`src/rtl/reg_bus_master.sv`:
```
// reg_bus_master: bus initiator for the peripheral register bank.
// Core-side requests are queued in a small FIFO. A single FSM then runs one
// register-bank transaction at a time. Each request produces exactly one
// response, which is held until the core consumes it.
module reg_bus_master #(
  parameter int unsigned DEPTH    = 2,
  parameter int unsigned MAX_ADDR = 12
) (
  input  logic        clk,
  input  logic        reset,
  input  logic        req_valid,
  output logic        req_ready,
  input  logic        req_write,
  input  logic [3:0]  req_addr,
  input  logic [3:0]  req_wben,
  input  logic [31:0] req_wdata,
  output logic        rsp_valid,
  input  logic        rsp_ready,
  output logic        rsp_write,
  output logic        rsp_err,
  output logic [31:0] rsp_rdata,
  output logic [3:0]  bus_addr,
  output logic [3:0]  bus_wben,
  output logic        bus_r_wn,
  output logic [31:0] bus_wdata,
  input  logic [31:0] bus_rdata
);

  localparam int unsigned PW = $clog2(DEPTH);

  typedef struct packed {
    logic        write;
    logic [3:0]  addr;
    logic [3:0]  wben;
    logic [31:0] wdata;
  } entry_t;

  typedef enum logic [2:0] {
    S_IDLE    = 3'd0,
    S_WR      = 3'd1,
    S_RD_ADDR = 3'd2,
    S_RD_CAPT = 3'd3,
    S_RESP    = 3'd4
  } state_t;

  // FIFO storage and control
  entry_t        fifo_q [DEPTH];
  logic [PW-1:0] wr_ptr_q;
  logic [PW-1:0] rd_ptr_q;
  logic [PW:0]   count_q;
  logic          push_s;
  logic          pop_s;
  logic          full_s;
  logic          empty_s;
  entry_t        head_s;
  logic          addr_err_s;

  // FSM and registered outputs
  state_t        state_q,     state_d;
  logic [3:0]    bus_addr_q,  bus_addr_d;
  logic [3:0]    bus_wben_q,  bus_wben_d;
  logic          bus_r_wn_q,  bus_r_wn_d;
  logic [31:0]   bus_wdata_q, bus_wdata_d;
  logic          rsp_valid_q, rsp_valid_d;
  logic          rsp_write_q, rsp_write_d;
  logic          rsp_err_q,   rsp_err_d;
  logic [31:0]   rsp_rdata_q, rsp_rdata_d;

  assign full_s     = (count_q == (PW+1)'(DEPTH));
  assign empty_s    = (count_q == (PW+1)'(0));
  assign push_s     = req_valid && !full_s;
  assign head_s     = fifo_q[rd_ptr_q];
  assign addr_err_s = (head_s.addr > 4'(MAX_ADDR));

  assign req_ready  = !full_s;
  assign rsp_valid  = rsp_valid_q;
  assign rsp_write  = rsp_write_q;
  assign rsp_err    = rsp_err_q;
  assign rsp_rdata  = rsp_rdata_q;
  assign bus_addr   = bus_addr_q;
  assign bus_wben   = bus_wben_q;
  assign bus_r_wn   = bus_r_wn_q;
  assign bus_wdata  = bus_wdata_q;

  // Request payload storage; no reset needed because count_q qualifies every read
  always_ff @(posedge clk) begin
    if (push_s) begin
      fifo_q[wr_ptr_q] <= {req_write, req_addr, req_wben, req_wdata};
    end
  end

  // FIFO pointers and occupancy; reset drops every queued request
  always_ff @(posedge clk or posedge reset) begin
    if (reset) begin
      wr_ptr_q <= '0;
      rd_ptr_q <= '0;
      count_q  <= '0;
    end else begin
      if (push_s) begin
        wr_ptr_q <= wr_ptr_q + PW'(1);
      end
      if (pop_s) begin
        rd_ptr_q <= rd_ptr_q + PW'(1);
      end
      case ({push_s, pop_s})
        2'b10:   count_q <= count_q + (PW+1)'(1);
        2'b01:   count_q <= count_q - (PW+1)'(1);
        default: count_q <= count_q;
      endcase
    end
  end

  // Next-state and next-output decode; the bus is in read mode except during WR
  always_comb begin
    state_d     = state_q;
    pop_s       = 1'b0;
    bus_addr_d  = bus_addr_q;
    bus_wdata_d = bus_wdata_q;
    bus_wben_d  = 4'h0;
    bus_r_wn_d  = 1'b1;
    rsp_valid_d = rsp_valid_q;
    rsp_write_d = rsp_write_q;
    rsp_err_d   = rsp_err_q;
    rsp_rdata_d = rsp_rdata_q;
    case (state_q)
      S_IDLE: begin
        if (!empty_s) begin
          pop_s       = 1'b1;
          rsp_valid_d = 1'b0;
          rsp_write_d = head_s.write;
          rsp_err_d   = addr_err_s;
          rsp_rdata_d = 32'h0;
          if (addr_err_s) begin
            // Unmapped address: no bus strobe, go straight to the response
            state_d = S_RESP;
          end else if (head_s.write) begin
            state_d     = S_WR;
            bus_addr_d  = head_s.addr;
            bus_wben_d  = head_s.wben;
            bus_wdata_d = head_s.wdata;
            bus_r_wn_d  = 1'b0;
          end else begin
            state_d    = S_RD_ADDR;
            bus_addr_d = head_s.addr;
          end
        end else begin
          state_d = S_IDLE;
        end
      end
      S_WR: begin
        state_d     = S_RESP;
        rsp_valid_d = 1'b1;
      end
      S_RD_ADDR: begin
        // Bank registers rdata at the end of this cycle
        state_d = S_RD_CAPT;
      end
      S_RD_CAPT: begin
        state_d     = S_RESP;
        rsp_rdata_d = bus_rdata;
        rsp_valid_d = 1'b1;
      end
      S_RESP: begin
        if (rsp_valid_q && rsp_ready) begin
          state_d     = S_IDLE;
          rsp_valid_d = 1'b0;
        end else begin
          // Error responses enter RESP one cycle before valid is raised
          state_d     = S_RESP;
          rsp_valid_d = 1'b1;
        end
      end
      default: begin
        state_d     = S_IDLE;
        rsp_valid_d = 1'b0;
      end
    endcase
  end

  // State and output registers; reset forces read mode so no partial write escapes
  always_ff @(posedge clk or posedge reset) begin
    if (reset) begin
      state_q     <= S_IDLE;
      bus_addr_q  <= 4'h0;
      bus_wben_q  <= 4'h0;
      bus_r_wn_q  <= 1'b1;
      bus_wdata_q <= 32'h0;
      rsp_valid_q <= 1'b0;
      rsp_write_q <= 1'b0;
      rsp_err_q   <= 1'b0;
      rsp_rdata_q <= 32'h0;
    end else begin
      state_q     <= state_d;
      bus_addr_q  <= bus_addr_d;
      bus_wben_q  <= bus_wben_d;
      bus_r_wn_q  <= bus_r_wn_d;
      bus_wdata_q <= bus_wdata_d;
      rsp_valid_q <= rsp_valid_d;
      rsp_write_q <= rsp_write_d;
      rsp_err_q   <= rsp_err_d;
      rsp_rdata_q <= rsp_rdata_d;
    end
  end

endmodule

```
`config.mk`:
```
export PLATFORM = sky130hd
export DESIGN_NAME = reg_bus_master
export DESIGN_NICKNAME = d
export VERILOG_FILES = /design/src/rtl/reg_bus_master.sv
export SDC_FILE = /design/constraint.sdc
export NUM_CORES = 1
export LEC_CHECK = 0
export ABC_CLOCK_PERIOD_IN_PS = 2600
export BUFFER_PORTS_ARGS = -buffer_cell sky130_fd_sc_hd__buf_4
export CAP_MARGIN = 20
export CORE_MARGIN = 10
export CORE_UTILIZATION = 45
export DETAILED_ROUTE_END_ITERATION = 12
export GPL_ROUTABILITY_DRIVEN = 0
export PLACE_DENSITY_LB_ADDON = 0.05
export SLEW_MARGIN = 20
export SYNTH_ARGS = -nofsm -noshare
export SYNTH_HDL_FRONTEND = slang
export SYNTH_SLANG_ARGS = --single-unit
export TNS_END_PERCENT = 50
```
`constraint.sdc`:
```
create_clock -name clk -period 2.6 [get_ports clk]
set_input_delay 0.26 -clock clk [delete_from_list [all_inputs] [get_ports clk]]
set_output_delay 0.26 -clock clk [all_outputs]
set_load 0.03 [all_outputs]
```
==> impl.org, run 1 <==
** Outcome
- Outcome :: complete, no violations

** Clock tree
- Clock-pin slew on the worst setup and hold paths :: roughly 0.060 ns
- The clock passes through at most 2 buffers.
- In this run the number of H-tree levels came out at 4.
- The number of clock buffers added by TritonCTS is 17.
- The tree built by TritonCTS fans out to between 150 and 200 sinks.
- Insertion delay to the later sink of the worst-skew pair :: approximately 0.42 ns
- Total of cells resized after clock tree synthesis :: 0
- Clock root buffer :: sky130_fd_sc_hd__clkbuf_16
- Buffers inserted by post-CTS timing repair :: 0
- Cts hold-fix bufs :: 1
- TritonCTS built the clock tree.

** Yosys
- Synthesis handed over a netlist of slightly above 400 instances.
- Synth warnings :: 0
- Leading cell types by total area after synthesis :: sky130_fd_sc_hd__edfxtp_1, sky130_fd_sc_hd__dfrtp_1, sky130_fd_sc_hd__mux2_2
- Leading cell types by count after synthesis :: sky130_fd_sc_hd__dfrtp_1, sky130_fd_sc_hd__edfxtp_1, sky130_fd_sc_hd__nand2_1
- Proportion of register bits with asynchronous set or reset after synthesis :: between 50% and 60%
- Synthesized cell area :: between 6000 and 7000 um^2
- Post-synthesis cell type count :: 30
- Sequential-to-total area share from yosys stat :: around three quarters
- When the netlist entered floorplanning its net count stood at between 400 and 500.
- In the synthesized netlist the dominant register cell turns out to be sky130_fd_sc_hd__edfxtp_1.
- The average instance in the mapped netlist occupies between 15 and 20 um^2.
- In this run, synthesis produced a sequential element count of ~170.
- sky130_fd_sc_hd__edfxtp_1 takes more of the synthesized area than any other cell.
- Number of enable-type register cells in the synthesized netlist :: 82
- Post-synth top area share :: 39.9%

** Cells and area
- From synthesis to final layout, the design area changed by 31.7%.
- Number of nets in the layout :: 648
- Utilization of the core after routing :: between 60% and 70%
- Ant diodes :: 0
- The post-route netlist has between 40% and 50% of its cells at a drive strength greater than 1.
- FILL cells :: 1087

** Placed design
- Timing analysis after detailed placement gives a worst setup slack of roughly 0.65 ns.
- In this run the tool buffered the top-level ports with 153 buffer cells.
- The HPWL after detailed placement is roughly 9500 um.

** Worst setup path
- Launching point of the worst reg2reg path :: rd_ptr_q
- Critical R2R Capture :: bus_wdata[24]
- For this design, the slowest cell found on the critical path is sky130_fd_sc_hd__dfrtp_2.
- Critical path peak fanout :: 20
- The worst setup path is captured at a flip-flop.
- For the worst setup path, the data arrival time is approximately 2.3 ns.
- For this run, the slowest stage of the critical path takes 0.66 ns.
- The critical path runs through a total of 5 cells.
- The worst setup path is launched from a flip-flop.
- Counting cells, the worst reg-to-reg path comes to 5.
- For flop-to-flop paths, the worst setup slack is ~0.65 ns.
- Worst Path Buf+Inv :: 1
- CP cell instances :: nand3b_1, o21ai_2, nor3_4, buf_4, mux2_2
- Endpoint required time on the critical path :: between 2 and 3 ns
- The cell family contributing the most delay on the critical path is flip-flops.
- The worst setup path is of the flip-flop to flip-flop kind.

** STA
- Derived from the worst setup path, the maximum achievable clock frequency is about 510 MHz.
- Final Cycle Share :: 75.0%
- Minimum period implied by the final worst setup slack :: just under 2 ns
- Headroom to the max-slew limit came out at approximately 57%.
- Worst Setup Slack, final :: about 0.65 ns
- Setup repair after global routing missed its margin :: false
- Hold violation count in the final report :: 0
- The clock arrives with slightly below 0.005 ns of skew.
- TNS Setup :: 0 ns
- Tightest hold margin :: 0.0229 ns
- At the pin with the least slew margin, the transition time is 0.638 ns.
- Total of endpoints with negative setup slack in the final report :: 0
- The total count of max-transition violations in the final report came to 0.

** Min path
- The startpoint identified for the worst hold timing path is req_wdata[19].
- Along the worst hold path, the cell count comes to 1.
- The worst hold path terminates at fifo_q[0][19].
- In this run the worst hold path is classified as primary input to flip-flop.

** Detailed routing
- First-iteration detailed-routing DRC count :: between 150 and 200
- Detailed Route WL :: 13500 um
- Dividing the detail-routed via count by the number of cells gives between 4 and 5.
- Via count :: approximately 3700
- The pre-antenna-repair detailed-routing pass consisted of 4 iterations.
- For this run, design rule violations remaining after detail routing come to 0.
- Once detail routing completed, the nets flagged for antenna violations numbered 0.
- Dividing the detail-routed wire length by the instance count gives between 15 and 20 um.

** Flow run
- Number of violations of the max-capacitance limit :: 0

** Power
- The worst-case IR drop observed on VDD is approximately 0.00054 V.
- Power spread over the standard cell area amounts to roughly 1300 nW/um^2.
- Reported net switching power :: between 0.003 and 0.004 W
- Static Leakage :: around 3.4 nW
- Internal power contribution :: between 0.006 and 0.007 W
- Register share of total power :: 39.5%
- Of the total power, the share spent switching nets is 35.5%.
- The share of total power dissipated in combinational logic is a little under two fifths.
- Clock Power Share :: around 23%

** Floorplanning
- For this configuration, the core starts out at a cell density of 46.3%.
- Horizontal die dimension :: ~140 um
- The die covers ~19000 um^2.
- Area of the placeable core :: roughly 13000 um^2
- The die is about 140 um tall.
- In this run the core area contains 42 standard-cell rows.
- Number of placed I/O pins :: roughly 150

** Global route
- The first global-routing pass estimated about 21000 um of wire.
- The number of antenna violations at the first check in global routing was 0.
- GR Util All Layers :: roughly 15%
- Congestion Overflow GR :: 0
- Largest net degree at the start of global routing :: 37
- Number of global-route vias before repair :: approximately 4000
-- layout by cell type (no fill, tap or decap), types with 2 or more instances in the layout --
| cell | count |
|---|---|
| sky130_fd_sc_hd__a2bb2oi_1 | 2 |
| sky130_fd_sc_hd__buf_4 | 164 |
| sky130_fd_sc_hd__bufinv_16 | 2 |
| sky130_fd_sc_hd__clkbuf_16 | 17 |
| sky130_fd_sc_hd__clkinv_1 | 4 |
| sky130_fd_sc_hd__clkinv_2 | 7 |
| sky130_fd_sc_hd__dfrtp_1 | 81 |
| sky130_fd_sc_hd__dlygate4sd3_1 | 2 |
| sky130_fd_sc_hd__edfxtp_1 | 82 |
| sky130_fd_sc_hd__inv_1 | 2 |
| sky130_fd_sc_hd__mux2_2 | 68 |
| sky130_fd_sc_hd__mux2i_1 | 7 |
| sky130_fd_sc_hd__nand2_1 | 70 |
| sky130_fd_sc_hd__nand2b_1 | 2 |
| sky130_fd_sc_hd__nand3_1 | 2 |
| sky130_fd_sc_hd__nor2_1 | 12 |
| sky130_fd_sc_hd__nor2_2 | 2 |
| sky130_fd_sc_hd__o21ai_0 | 33 |
| sky130_fd_sc_hd__xnor2_1 | 4 |
-- worst register-to-register path, stage by stage (launching register included) --
cell	delay, ns
sky130_fd_sc_hd__dfrtp_2	0.66
sky130_fd_sc_hd__nand3b_1	0.19
sky130_fd_sc_hd__o21ai_2	0.10
sky130_fd_sc_hd__nor3_4	0.19
sky130_fd_sc_hd__buf_4	0.32
sky130_fd_sc_hd__mux2_2	0.38
-- routing by layer --
layer  vias up  global-route usage [%]  share of wire [%]
met3        24                    5.39                7.9
met4         0                    6.32                1.8
met5         -                       0                  0
met1      1841                    17.5                 42
li1       1764                       -                  -
met2       113                    23.0                 49
-- state kept, by name, summed over array words and instances (netlist names), 2 cells and up --
| signal | flops |
|---|---|
| bus_addr | 4 |
| rsp_rdata | 32 |
| bus_wdata | 32 |
| bus_wben | 4 |
| count_q | 2 |
| fifo_q | 82 |
| state_q | 3 |
-- cell type report --
type	count	area, um^2	share of cell area [%]
Sequential cell	165	4540	55.8
Clock buffer	19	443	5.45
Tap cell	176	220	2.71
Multi-Input combinational cell	215	1530	18.8
Inverter	4	16.3	0.200
Clock inverter	13	114	1.40
Timing Repair Buffer	167	1270	15.6
-- through the flow --
step | cell area (um^2) | cells | total power, W
after CTS | 8120 | 758 | 0.0106
after detailed placement | 7560 | 725 | 0.00826
after global placement | 7560 | 725 | 0.00819
final | 8130 | 759 | 0.0105
after global routing | 8130 | 759 | 0.0111
after floorplan | 6180 | 403 | 0.00674
-- worst max path at each step --
| stage | from | to | slack (ns) |
|---|---|---|---|
| after global placement | rd_ptr_q | bus_wdata[19] | 0.72 |
| after global routing | rd_ptr_q | bus_wdata[5] | 0.52 |
| after floorplan | count_q[0] | fifo_q[0][0] | 0.14 |
| final | rd_ptr_q | bus_wdata[24] | 0.65 |
| after CTS | rd_ptr_q | bus_wdata[7] | 0.62 |
| after detailed placement | rd_ptr_q | bus_wdata[7] | 0.65 |
-- power by group through the flow --
stage / Sequential, W / Clock, W / Combinational [W]
6_report: 0.00414 / 0.00236 / 0.00398
2_1_floorplan: 0.00506 / 0 / 0.00168
3_3_place_gp: 0.00418 / 0 / 0.00401
3_5_place_dp: 0.00420 / 0 / 0.00406
4_1_cts: 0.00416 / 0.00241 / 0.00407
5_1_grt: 0.00425 / 0.00254 / 0.00427
-- cell families (layout without fill, tap and decap cells) --
| family | Yosys count | after routing | share of synthesized area (%) |
|---|---|---|---|
| multiplexers | 75 | 75 | 13.5 |
| AND/OR/NAND/NOR | 93 | 93 | 6.16 |
| XOR/XNOR | 5 | 5 | 0.709 |
| AO/OA/AOI/OAI | 41 | 41 | 3.93 |
| buffers and inverters | 23 | 203 | 1.90 |
| adder cells (fa/ha/maj) | 1 | 1 | 0.203 |
| flip-flops | 165 | 165 | 73.6 |
Power figures use the tool's default switching activity.
==> inputs of run 2 (changes only) <==
--- a/config.mk
+++ b/config.mk
@@ -5,7 +5,7 @@
 export SDC_FILE = /design/constraint.sdc
 export NUM_CORES = 1
 export LEC_CHECK = 0
-export ABC_CLOCK_PERIOD_IN_PS = 2600
+export ABC_CLOCK_PERIOD_IN_PS = 1600
 export BUFFER_PORTS_ARGS = -buffer_cell sky130_fd_sc_hd__buf_4
 export CAP_MARGIN = 20
 export CORE_MARGIN = 10
==> constraint.sdc (replaced) <==
create_clock -name clk -period 1.6 [get_ports clk]
set_input_delay 0.16 -clock clk [delete_from_list [all_inputs] [get_ports clk]]
set_output_delay 0.16 -clock clk [all_outputs]
set_load 0.03 [all_outputs]
==> run 2 against run 1 <==
Effect of this change:
- the flow now finishes with violations (negative setup slack)
- non-clock buffer count increased by 84
- first-iteration DRC count increased by 2.3%
- critical endpoint is now bus_wdata[7]
- clock power increased by 70%
- maximum frequency increased by 21%
- sequential power increased by 61%
==> impl.org, run 2 (synthesis results as in run 1) <==
** Floorplanning
- Row cnt :: 42 (unchanged)
- DIE HEIGHT :: 137 um (unchanged)
- Area of the placeable core :: 13300 um^2 (unchanged)
- Horizontal die dimension :: 137 um (unchanged)
- The full die area was 18800 um^2 (unchanged).
- Initial Util :: 46.3% (unchanged)
- Number of placed I/O pins :: 154 (unchanged)

** Power
- The highest ir drop seen on vdd came to 0.00121 V (+120%).
- Switching Share :: 34.5% (-0.97 points)
- The sequential group share of total power is 36.6% (-2.9 points).
- Internal power contribution :: 0.0119 W (+76%)
- Combinational power share :: 41.3% (+3.3 points)
- The leakage power came to 3.92 nW (+14%).
- The power density normalized to cell area is 1980 nW/um^2 (+54%).
- Clock Power Share :: 22.1% (-0.4 points)
- The net switching power figure is 0.00628 W (+69%).

** Cells and area
- Share of layout cells above drive strength 1 :: 43.5% (-3.1 points)
- Most used cells in the layout excluding fill and tap cells :: sky130_fd_sc_hd__buf_4, sky130_fd_sc_hd__edfxtp_1, sky130_fd_sc_hd__dfrtp_1
- The flip-flop count of the largest register, all copies and words added came to 82 (unchanged).
- Ant diodes :: 0 (unchanged)
- The area of all placed cells without fillers came to 9180 um^2 (+13%).
- Top reg by flops :: fifo_q
- Non-filler cells in the finished layout :: 842 (+11%)
- Leading cell type in the layout, fill and taps excluded :: sky130_fd_sc_hd__buf_4
- The number of nets in the finished design came to 732 (+13%).
- The final core area utilization is 68.8% (+7.9 points).
- Area added between synthesis and finish :: 48.7%
- FILL cells :: 943 (-13%)

** STA
- Slew Viols, Final :: 0 (unchanged)
- The slew at the pin with the worst max-slew slack is 0.459 ns (-0.179 ns).
- The final setup violation count came to 10 (+10).
- The setup clock skew after layout is 0.00820 ns (+0.00328 ns).
- Hold violation count in the final report :: 0 (unchanged)
- Minimum period implied by the final worst setup slack :: 1.61 ns (-0.339 ns)
- The period utilization is 101% (+26 points).
- TNS Setup :: -0.0411 ns (-0.0411 ns)
- Setup repair after global routing missed its margin :: true
- The maximum clock frequency was 620 MHz (+21%).
- Worst Setup Slack, final :: -0.0117 ns (-0.661 ns)
- The relative slew slack was 69.4% (+12 points).

** Detailed routing
- The initial DRC count was 181 (+2.3%).
- The average via count per standard cell came to 4.81 (-2.4%).
- The number of vias after detailed routing is 4051 (+8.3%).
- Routed wirelength normalized by instance count :: 17.0 um (-4.2%)
- Detailed-router iteration count before antenna repair :: 4 (unchanged)
- The post-route DRC violation count was 0 (unchanged).
- Remaining number of nets flagged by the antenna check after routing :: 0 (unchanged)
- Detailed Route WL :: 14300 um (+6.3%)

** Global route
- Largest net degree at the start of global routing :: 84 (+130%)
- The global-route wire length before repair was 22500 um (+6.9%).
- Congestion Overflow GR :: 0 (unchanged)
- GR Util All Layers :: 15.4% (+0.84 points)
- Number of global-route vias before repair :: 4401 (+11%)
- The number of antenna violations at the first check in global routing was 0 (unchanged).

** Min path
- For hold timing, the worst endpoint is wr_ptr_q.
- Hold Crit Depth :: 3 (+2)
- The startpoint identified for the worst hold timing path is req_valid.
- Class of the most critical hold timing path :: primary input to flip-flop

** Worst setup path
- Critical path peak fanout :: 11 (-45%)
- The worst setup path is of the flip-flop to flip-flop kind.
- The startpoint identified for the worst register-to-register timing path is fifo_q[1][37].
- Worst setup slack for register-to-register paths :: -0.01 ns (-0.66 ns)
- Among all stages on the critical path, the largest delay is contributed by sky130_fd_sc_hd__edfxtp_1.
- The buffering stage count on the worst path with inverters included was 2 (+1).
- In this run the worst setup path begins at fifo_q[1][37].
- Logic depth of the worst register-to-register path :: 6 (+1)
- Traced cell by cell, the critical path runs through o2111ai_2, o21ai_2, nor3_4, buf_4, buf_8, mux2_2.
- Startpoint kind of the worst setup timing path :: flip-flop
- The required time at the worst-slack endpoint came to 1.90 ns (-1.00 ns).
- The worst register-to-register path ends at bus_wdata[7].
- The signal arrival time at the worst endpoint was 1.91 ns (-0.34 ns).
- Slowest Stage Delay on Critical Path :: 0.41 ns (-0.25 ns)
- Sort of element at the end of the critical path :: flip-flop
- Broken down by cell family, the worst path's largest delay share belongs to flip-flops.

** Outcome
- Outcome :: complete, but fails checks
- The checks that failed: negative setup slack.

** Placed design
- The detailed-placement wirelength estimate was 9320 um (-2.4%).
- Number of placed cells counting well taps :: 734 (+1.2%)
- Post-DP Area :: 7680 um^2 (+1.7%)
- Pre-CTS setup slack :: -0.138 ns (-0.783 ns)
- Total of buffers placed on input and output ports :: 153 (unchanged)

** Flow run
- Number of violations of the max-capacitance limit :: 0 (unchanged)

** Clock tree
- Maximum root-to-sink buffer count :: 2 (unchanged)
- Insertion delay to the later sink of the worst-skew pair :: 0.42 ns (about the same)
- Clock sinks :: 165 (unchanged)
- Clock root buffer :: sky130_fd_sc_hd__clkbuf_16
- Number of H-tree levels :: 4 (unchanged)
- The total CTS buffers was 17 (unchanged).
- The CTS clock-pin slew for the worst setup and hold paths came to 0.06 ns (about the same).
- TritonCTS built the clock tree.
==> run 2: cell count changes in the layout (fill, tap and decap cells not counted), sizes merged <==
cell / delta
dlygate4sd3: +72
buf: +12
clkinv: -5
clkbuf: +2
bufinv: +1
clkinvlp: +1
==> run 2: cell type report <==
type,instances,area (um^2),share of cell area (%)
inverters,4,18.8,0.204
clock buffers,21,460,5.01
repair buffers,251,2160,23.5
flip-flops and latches,165,4540,49.5
well taps,176,220,2.40
clock inverters,10,130,1.42
multi-input cells,215,1650,17.9
==> run 2: power groups by stage <==
stage               combinational (W)  sequential, W  clock (W)
CTS                           0.00741        0.00667    0.00410
finish                        0.00752        0.00666    0.00402
floorplan                     0.00277        0.00822          0
global placement              0.00688        0.00668          0
global route                  0.00806        0.00682    0.00428
detailed placement            0.00699        0.00672          0
==> run 2: timing repair <==
action | CTS | global route
setup endpoints to repair | 33 | 71
pin swaps | 2 | 2
hold endpoints to repair | 196 | 0
resized for setup | 19 | 20
hold buffers | 74 | 0
cloned | 1 | 0
buffers inserted | 2 | 0
==> run 2: how the worst max path moves through the flow <==
stage          slack (ns)  cells past startpoint             to
2_1_floorplan       -0.16                      7     count_q[1]
3_3_place_gp        -0.10                      5  bus_wdata[21]
3_5_place_dp        -0.14                      5  bus_wdata[29]
4_1_cts             -0.09                      6   bus_wdata[7]
5_1_grt             -0.11                      6   bus_wdata[7]
6_report            -0.01                      6   bus_wdata[7]
==> run 2: stage by stage <==
step / hold WS, ns / total power, W
global route: 0.0565 / 0.0192
global placement: 0.322 / 0.0136
CTS: 0.0331 / 0.0182
detailed placement: 0.335 / 0.0137
floorplan: 0.259 / 0.0110
finish: 0.0451 / 0.0182
==> run 2: worst min-delay path, stage by stage <==
cell and delay [ns]:
sky130_fd_sc_hd__buf_4 0.12, sky130_fd_sc_hd__nand2_4 0.08, sky130_fd_sc_hd__xnor2_1 0.06
==> run 2: routing by layer <==
layer	global-route usage (%)	up-vias	part of all wire, %
li1	-	1926	-
met1	18.3	1979	42
met2	25.5	131	49
met3	5.02	15	7.4
met4	6.03	0	1.5
met5	0	-	0
==> inputs of run 3 (changes only) <==
--- a/config.mk
+++ b/config.mk
@@ -10,6 +10,8 @@
 export CAP_MARGIN = 20
 export CORE_MARGIN = 10
 export CORE_UTILIZATION = 45
+export CTS_BUF_LIST = sky130_fd_sc_hd__clkbuf_2
+export CTS_CLUSTER_SIZE = 10
 export DETAILED_ROUTE_END_ITERATION = 12
 export GPL_ROUTABILITY_DRIVEN = 0
 export PLACE_DENSITY_LB_ADDON = 0.05
==> run 3 against run 2 <==
Effect of this change:
- clock-buffer cell count is 2 lower
- the run still ends with negative setup slack left
- critical path depth stayed put
- wire length is 2.0% higher
- via count is 1.5% higher
- critical endpoint is now bus_wdata[28]
==> impl.org, run 3 (synthesis results as in run 1) <==
** Global route
- The via count of the first global-routing pass is 4399 (-0.045%).
- The global-route wire length before repair was 22500 um (about the same).
- The met2 track demand over resource is 25.8% (+0.35 points).
- The pin count of the biggest net entering global routing is 84 (unchanged).
- Met1 Track Usage GR :: 18.1% (-0.19 points)
- Met3 usage :: 5.90% (+0.88 points)
- The number of antenna violations at the first check in global routing came to 0 (unchanged).
- The total global routing overflow was 0 (unchanged).
- In this run the most used layer during global routing was met2.
- The total routing usage reported by global routing is 15.5% (+0.099 points).

** STA
- The setup clock skew after layout was 0.0195 ns (+0.0113 ns).
- Minimum period implied by the final worst setup slack :: 1.72 ns (+0.112 ns)
- Worst Setup Slack, final :: -0.123 ns (-0.112 ns)
- The final setup violation count is 33 (+23).
- Final Cycle Share :: 108% (+7.0 points)
- Setup repair after global routing could not meet its margin everywhere.
- The maximum clock frequency was 580 MHz (-6.5%).
- The slew at the pin with the worst max-slew slack is 0.468 ns (+0.00945 ns).
- The total count of max-transition violations in the final report came to 0 (unchanged).
- Max transition margin :: 68.8% (-0.63 points)
- The count of final hold-check violations is 0 (unchanged).

** Power
- The highest ir drop seen on vdd came to 0.00104 V (-14%).
- Overall power after layout :: 0.0169 W (-7.3%)
- The leakage power is 3.85 nW (-1.7%).
- Power per cell area :: 1860 nW/um^2 (-6.2%)

** Worst setup path
- The logic depth of the worst register-to-register path is 6 (unchanged).
- Endpoint required time on the critical path :: 2.20 ns (+0.30 ns)
- Launching point of the worst reg2reg path :: fifo_q[1][36]
- Critical path peak fanout :: 6 (-5)
- Sort of element at the end of the critical path :: flip-flop
- The signal arrival time at the worst endpoint came to 2.32 ns (+0.41 ns).
- Worst setup slack for register-to-register paths :: -0.12 ns (-0.11 ns)
- Startpoint kind of the worst setup timing path :: flip-flop
- The worst register-to-register path ends at bus_wdata[28].
- The setup path with the least slack is of type flip-flop to flip-flop.

** Clock tree
- The CTS H-tree depth is 4 (unchanged).
- The number of clock sinks came to 165 (unchanged).
- The CTS clock-pin slew for the worst setup and hold paths came to 0.21 ns (+0.15 ns).
- The total CTS buffers is 17 (unchanged).
- Clock tree synthesis selected as its root buffer the cell sky130_fd_sc_hd__clkbuf_2.
- The clock latency at the later pin of the worst-skew pair was 0.70 ns (+0.28 ns).
- Maximum root-to-sink buffer count :: 2 (unchanged)
- TritonCTS built the clock tree.

** Cells and area
- Ant diodes :: 0 (unchanged)
- Share of layout cells above drive strength 1 :: 44.5% (+0.98 points)
- Top reg by flops :: fifo_q
- The number of nets in the finished design came to 742 (+1.4%).
- Leaving out fill and tap cells, the most frequent cell in the layout is sky130_fd_sc_hd__buf_4.
- The library cells used most frequently in the layout, excluding fill and tap cells, are sky130_fd_sc_hd__buf_4, sky130_fd_sc_hd__edfxtp_1, sky130_fd_sc_hd__dfrtp_1.
- Flip-flop count of the largest register, all copies and words added :: 82 (unchanged)
- Area added between synthesis and finish :: 46.9%

** Detailed routing
- The number of detailed-route iterations in the first pass is 6 (+2).
- The final routed wirelength across all metal layers is 14600 um (+2.0%).
- Routed wirelength normalized by instance count :: 17.1 um (+0.81%)
- Number of DRC violations after detailed routing :: 0 (unchanged)
- The average via count per standard cell is 4.83 (+0.31%).
- The initial DRC count came to 159 (-12%).
- The residual antenna-violating net count after detailed routing is 0 (unchanged).
- The number of vias after detailed routing was 4112 (+1.5%).

** Outcome
- Outcome :: complete, but fails checks
- Violated checks :: negative setup slack

** Placed design
- The number of I/O port buffers came to 153 (unchanged).
- The worst slack at placement is -0.138 ns (unchanged).
- The detailed-placement wirelength estimate was 9320 um (unchanged).

** Floorplanning
- Number of placed I/O pins :: 154 (unchanged)
- Area of the placeable core :: 13300 um^2 (unchanged)
- The full die area was 18800 um^2 (unchanged).
- The horizontal die dimension is 137 um (unchanged).
- Row cnt :: 42 (unchanged)
- The initial standard-cell utilization of the core is 46.3% (unchanged).
- The die outline height was 137 um (unchanged).

** Flow run
- The max-capacitance violation count came to 0 (unchanged).

** Min path
- Class of the most critical hold timing path :: primary input to asynchronous set/reset pin
==> run 3: power by group <==
| group | switching, W | leakage (nW) | internal (W) |
|---|---|---|---|
| Combinational | 0.00417 | 1.90 | 0.00387 |
| Sequential | 0.000738 | 1.81 | 0.00594 |
| Clock | 0.00131 | 0.148 | 0.000852 |
| Total | 0.00622 | 3.85 | 0.0107 |
==> run 3: cell type report <==
type | instances | area [um^2]
Sequential cell | 165 | 4540
Clock buffer | 19 | 95.1
Clock inverter | 12 | 138
Fill cell | 964 | 4280
Multi-Input combinational cell | 215 | 1640
Tap cell | 176 | 220
Inverter | 4 | 18.8
Timing Repair Buffer | 261 | 2420
==> run 3: how the worst max path moves through the flow <==
stage                              from            end  slack, ns  depth (start not counted)
after floorplan              count_q[1]     count_q[1]      -0.16                          7
after global placement    fifo_q[1][36]  bus_wdata[21]      -0.10                          5
after detailed placement  fifo_q[1][36]  bus_wdata[29]      -0.14                          5
after CTS                    count_q[0]      req_ready      -0.17                          3
after global routing         count_q[0]      req_ready      -0.22                          3
final                     fifo_q[1][36]  bus_wdata[28]      -0.12                          6
==> run 3: timing repair <==
item | CTS | global route
gates cloned | 0 | 3
resized for setup | 6 | 75
setup buffers | 4 | 4
hold endpoints to repair | 202 | 0
hold buffers | 76 | 0
setup endpoints to repair | 35 | 94
pin swaps | 0 | 3
==> run 3: metrics by stage <==
stage          utilization (%)  hold slack, ns  area [um^2]  setup TNS, ns  instances
6_report                  68.0          0.0681         9070          -2.85        852
2_1_floorplan                -           0.259         6210          -8.30        403
3_5_place_dp              57.6           0.335         7680          -3.42        734
3_3_place_gp              57.6           0.322         7680          -2.84        734
4_1_cts                   65.4          0.0529         8730          -4.88        845
5_1_grt                   68.0          0.0292         9070          -5.66        852
==> run 3: critical path, cell delays in order, from the launching register on <==
cell	delay [ns]
sky130_fd_sc_hd__edfxtp_1	0.46
sky130_fd_sc_hd__o2111ai_2	0.21
sky130_fd_sc_hd__o21ai_2	0.10
sky130_fd_sc_hd__nor3_4	0.21
sky130_fd_sc_hd__buf_6	0.17
sky130_fd_sc_hd__buf_6	0.14
sky130_fd_sc_hd__mux2_2	0.33
==> run 3: metal layers <==
metal,vias to the layer above,wire [um]
met1,2025,6030
li1,1946,-
met3,18,1010
met4,0,197
met2,123,7370
met5,-,0
